$ cat src/rtl/sw_debounce.sv
// Slide-switch conditioner: per-bit synchroniser followed by a stability-count debouncer.
// Emits a registered clean switch word plus one-cycle rise/fall/change pulses.
module sw_debounce #(
   parameter int WIDTH           = 16,
   parameter int SYNC_STAGES     = 2,
   parameter int DEBOUNCE_CYCLES = 500000,
   parameter int CNT_W           = 20
) (
   input  logic             i_clk,
   input  logic             i_rst,
   input  logic [WIDTH-1:0] i_sw,
   output logic [WIDTH-1:0] o_sw,
   output logic [WIDTH-1:0] o_rise,
   output logic [WIDTH-1:0] o_fall,
   output logic             o_changed
);

   typedef enum logic {
      ST_STABLE   = 1'b0,
      ST_COUNTING = 1'b1
   } state_t;

   localparam logic [CNT_W-1:0] LP_LAST = CNT_W'(DEBOUNCE_CYCLES - 1);
   localparam logic [CNT_W-1:0] LP_ONE  = CNT_W'(1);

   logic [WIDTH-1:0] r_sync [SYNC_STAGES];
   state_t           r_state [WIDTH];
   state_t           w_state_nxt [WIDTH];
   logic [CNT_W-1:0] r_cnt [WIDTH];
   logic [CNT_W-1:0] w_cnt_nxt [WIDTH];
   logic [WIDTH-1:0] r_sw;
   logic [WIDTH-1:0] r_rise;
   logic [WIDTH-1:0] r_fall;
   logic             r_changed;
   logic [WIDTH-1:0] w_s;
   logic [WIDTH-1:0] w_sw_nxt;
   logic [WIDTH-1:0] w_rise_nxt;
   logic [WIDTH-1:0] w_fall_nxt;

   assign w_s = r_sync[SYNC_STAGES-1];

   always_ff @(posedge i_clk or posedge i_rst) begin
      if (i_rst) begin
         for (int j = 0; j < SYNC_STAGES; j++) begin
            r_sync[j] <= '0;
         end
      end else begin
         r_sync[0] <= i_sw;
         for (int j = 1; j < SYNC_STAGES; j++) begin
            r_sync[j] <= r_sync[j-1];
         end
      end
   end

   // Every mismatching cycle counts, including the first one seen in STABLE,
   // so the update lands exactly DEBOUNCE_CYCLES edges after s first differs.
   always_comb begin
      w_sw_nxt   = r_sw;
      w_rise_nxt = '0;
      w_fall_nxt = '0;
      for (int i = 0; i < WIDTH; i++) begin
         w_state_nxt[i] = r_state[i];
         w_cnt_nxt[i]   = r_cnt[i];
         case (r_state[i])
            ST_STABLE: begin
               w_cnt_nxt[i] = '0;
               if (w_s[i] != r_sw[i]) begin
                  if (r_cnt[i] == LP_LAST) begin
                     w_sw_nxt[i]   = w_s[i];
                     w_rise_nxt[i] = w_s[i];
                     w_fall_nxt[i] = ~w_s[i];
                  end else begin
                     w_cnt_nxt[i]   = LP_ONE;
                     w_state_nxt[i] = ST_COUNTING;
                  end
               end
            end
            ST_COUNTING: begin
               if (w_s[i] == r_sw[i]) begin
                  w_cnt_nxt[i]   = '0;
                  w_state_nxt[i] = ST_STABLE;
               end else if (r_cnt[i] == LP_LAST) begin
                  w_sw_nxt[i]    = w_s[i];
                  w_rise_nxt[i]  = w_s[i];
                  w_fall_nxt[i]  = ~w_s[i];
                  w_cnt_nxt[i]   = '0;
                  w_state_nxt[i] = ST_STABLE;
               end else begin
                  w_cnt_nxt[i] = r_cnt[i] + LP_ONE;
               end
            end
            default: begin
               w_cnt_nxt[i]   = '0;
               w_state_nxt[i] = ST_STABLE;
            end
         endcase
      end
   end

   always_ff @(posedge i_clk or posedge i_rst) begin
      if (i_rst) begin
         for (int i = 0; i < WIDTH; i++) begin
            r_state[i] <= ST_STABLE;
            r_cnt[i]   <= '0;
         end
         r_sw      <= '0;
         r_rise    <= '0;
         r_fall    <= '0;
         r_changed <= 1'b0;
      end else begin
         for (int i = 0; i < WIDTH; i++) begin
            r_state[i] <= w_state_nxt[i];
            r_cnt[i]   <= w_cnt_nxt[i];
         end
         r_sw      <= w_sw_nxt;
         r_rise    <= w_rise_nxt;
         r_fall    <= w_fall_nxt;
         r_changed <= |(w_rise_nxt | w_fall_nxt);
      end
   end

   assign o_sw      = r_sw;
   assign o_rise    = r_rise;
   assign o_fall    = r_fall;
   assign o_changed = r_changed;

endmodule

$ cat config.mk
export PLATFORM = sky130hd
export DESIGN_NAME = sw_debounce
export DESIGN_NICKNAME = d
export VERILOG_FILES = /design/src/rtl/sw_debounce.sv
export SDC_FILE = /design/constraint.sdc
export NUM_CORES = 1
export LEC_CHECK = 0
export BUFFER_PORTS_ARGS = -buffer_cell sky130_fd_sc_hd__buf_2
export CORE_ASPECT_RATIO = 1.4
export CORE_MARGIN = 5
export CORE_UTILIZATION = 30
export DETAILED_ROUTE_END_ITERATION = 8
export PLACE_DENSITY = 0.5
export SYNTH_ARGS = -nofsm -noshare
export SYNTH_HDL_FRONTEND = slang
export SYNTH_SLANG_ARGS = --single-unit
$ cat constraint.sdc
create_clock -name i_clk -period 13.7 [get_ports i_clk]
set_clock_uncertainty 0.05 [all_clocks]
set_input_delay 2.74 -clock i_clk [delete_from_list [all_inputs] [get_ports i_clk]]
set_output_delay 2.74 -clock i_clk [all_outputs]
set_load 0.02 [all_outputs]
==> flow_metrics.env <==
export IMPL_avgViaCountPerCell=4.56
export IMPL_io_pins=67
export IMPL_tightest_slew_ps=1050
export IMPL_layout_area_overhead_vs_synth_pct=15.5
export IMPL_grt_ovfl_total=0
export IMPL_numCtsBuffers=45
export IMPL_htree_levels=2
export IMPL_yosys_warnings=0
export IMPL_clockBufferDepth=3
export IMPL_n_antenna_cell=0
export IMPL_grt_max_degree=84
export IMPL_initial_utilization=0.303
export IMPL_antenna_found_initial=0
export IMPL_routed_via_count=12300
export IMPL_dpl_instance_area_mm2=0.0197
export IMPL_stdcell_area_mm2=0.0213
export IMPL_ys_seq_elements=417
export IMPL_worstRegToRegCells=6
export IMPL_critPathMaxFanout=83
export IMPL_timing_slew_headroom=0.300
export IMPL_core_rowCount=107
export IMPL_final_fill_count=6126
export IMPL_required_ps=14180
export IMPL_yosysUniqueCellTypes=46
export IMPL_grt_pass1_vias=13100
export IMPL_drcViolationCount=0
export IMPL_drtIter0Drc=585
export IMPL_postCtsHoldBufs=0
export IMPL_hold_depth=0
export IMPL_rsz0062_at_grt="false"
export IMPL_post_cts_buffers=0
export IMPL_io_buffers=66
export IMPL_synth_main_ff_cell="dfrtp_1"
export IMPL_seq_area_frac_synth=0.565
export IMPL_ir_drop_uv=100
export IMPL_core_mm2=0.0609
export IMPL_cts_resized=0
export IMPL_async_flop_share=1.00
export IMPL_die_height_um=304
export IMPL_clkSlewWorstSetupHoldPaths_ps=60
export IMPL_syn_num_nets=1787
export IMPL_dr_pass1_iters=4
export IMPL_setup_tns_ps=0
export IMPL_setup_viol=0
export IMPL_ant_nets=0
export IMPL_dp_hpwl_um=23700
export IMPL_clk_latency_ps=580
export IMPL_syn_avg_cell_area_um2=10.5
export IMPL_reg2reg_slack_ps=11240
export IMPL_cts_sinks=417
export IMPL_gp_congestion=0.773
export IMPL_final_nets=1887
export IMPL_wl_per_cell_um=13.2
export IMPL_die_w_um=220
export IMPL_grt_total_usage=0.109
export IMPL_dieArea_mm2=0.0667
export IMPL_grt_pass1_wl_um=61700
export IMPL_status="finished, final reports clean"
export IMPL_finalCritPeriodShare=0.361
export IMPL_maxCapViolations=0
export IMPL_finalHoldViolations=0
export IMPL_fin_crit_ps=4950
export IMPL_drive_gt1_frac=0.101
export IMPL_p_per_area_mw_per_mm2=123
export IMPL_routed_wl_um=35800
export IMPL_syn_area_mm2=0.0185
export IMPL_power_mw=2.61
export IMPL_leakage_nw=8.91
export IMPL_reg2reg_to="r_cnt[259]"
export IMPL_synth_edf_count=0
export IMPL_path_class="input port to asynchronous set/reset pin"
export IMPL_finalMaxSlewViolations=0
export IMPL_r2r_start="r_cnt[252]"
export IMPL_min_to="w_s[2]"
export IMPL_cts_root_buffer="clkbuf_16"
export IMPL_worstPathArrival_ps=5430
export IMPL_cts_tree="done"
export IMPL_synth_cells=1753
export IMPL_fmax_mhz=202
export IMPL_crit_path_end_kind="asynchronous set/reset pin"
export IMPL_hold_path_class="flop to flop"
export IMPL_worstHoldStart="r_sync[18]"
export IMPL_start_kind="input port"
## where the power goes
part / total (mW) / internal, mW / switching [mW]
clock network: 1.30 / 0.782 / 0.515
registers: 1.26 / 1.25 / 0.0115
logic: 0.0591 / 0.0130 / 0.0461
total: 2.61 / 2.04 / 0.573
## registers in the layout, indices dropped and copies added (netlist names)
register	count
o_changed	1
o_fall	16
o_rise	16
o_sw	16
r_cnt	320
r_state	16
r_sync	16
w_s	16
## cells by family after synthesis
| kind of cell | share of synthesized area |
|---|---|
| adders and majority gates | 0.0108 |
| AOI/OAI and AO/OA | 0.00949 |
| muxes | 0.00793 |
| xor gates and xnor gates | 0.144 |
| DFF | 0.565 |
| and+or+nand+nor | 0.252 |
| buffers and inverters | 0.0104 |
## synth_stat cells (6+ instances only)
cell      count  area share
nand3_1     115       0.031
inv_1        20      0.0041
nand4_1      70       0.024
nor4b_1      24       0.011
nor2b_1       6      0.0020
mux2_2       13      0.0079
nor3_1       22      0.0060
or4_1         7      0.0028
nor2_1      386       0.078
buf_2         6      0.0016
or2_2        14      0.0047
xnor2_1     124       0.059
and4_1       22       0.010
nor4_1       26      0.0088
ha_1         16       0.011
or3_1         9      0.0030
nor3b_1      32       0.013
nand2_1     130       0.026
dfrtp_1     417        0.57
and3_1       44       0.015
clkbuf_1      8      0.0016
xor2_1      180       0.085
a21boi_0     15      0.0061
## cell type report
cell class | instances | area, µm² | share of cell area
flip-flops and latches | 417 | 10400 | 0.489
multi-input cells | 1297 | 7830 | 0.367
clock buffers | 57 | 1210 | 0.0568
well taps | 817 | 1020 | 0.0479
repair buffers | 72 | 375 | 0.0176
clock inverters | 26 | 368 | 0.0173
inverters | 20 | 78.8 | 0.00370
## placed cells by master, fill, tap and decap left out, types with 3 or more instances in the layout
cell type     n
a21boi_0     15
a31oi_1       3
and2_0        5
and2_1        5
and2_4        3
and3_1       44
and4_1       22
buf_2        66
buf_4         6
bufinv_16     8
clkbuf_1      8
clkbuf_16    45
clkbuf_8      4
clkinv_2     11
clkinvlp_4    4
dfrtp_1     417
ha_1         16
inv_1        19
mux2_2       13
nand2_1     130
nand2_2       4
nand3_1     115
nand4_1      70
nor2_1      386
nor2b_1       6
nor3_1       22
nor3b_1      32
nor4_1       26
nor4b_1      24
o22ai_1       3
or2_2        14
or3_1         9
or4_1         7
or4_4         3
xnor2_1     124
xor2_1      180
## critical path, cell delays in order
cell        delay, ps
buf_2             110
clkinvlp_4         50
buf_4             660
buf_4             810
buf_4             920
## layer usage
metal / track usage / vias to the layer above / part of all wire / wire length, µm
met5: 0 / - / 0 / 0
met4: 0.0413 / 0 / 0.028 / 1020
met3: 0.0193 / 60 / 0.033 / 1190
met2: 0.197 / 126 / 0.50 / 17800
met1: 0.130 / 6045 / 0.44 / 15800
li1: - / 6104 / - / -
## how the worst max path moves through the flow
stage / from / endpoint / slack, ps / cells past startpoint
3_3_place_gp: i_rst / r_cnt[265] / 7960 / 5
6_report: i_rst / r_cnt[272] / 8750 / 5
3_5_place_dp: i_rst / r_cnt[265] / 7890 / 5
2_1_floorplan: i_rst / o_changed / 5290 / 1
4_1_cts: i_rst / o_rise[2] / 8520 / 5
5_1_grt: i_rst / r_cnt[255] / 8130 / 5
## through the flow
stage          cells  setup WS [ps]   util  hold WS [ps]
2_1_floorplan   1753           5290      -           281
3_3_place_gp    2623           7960  0.324           283
3_5_place_dp    2623           7890  0.324           286
4_1_cts         2706           8520  0.350           300
5_1_grt         2706           8130  0.350           305
6_report        2706           8750  0.350           296
Note: power is estimated with default switching activity, not from simulation.
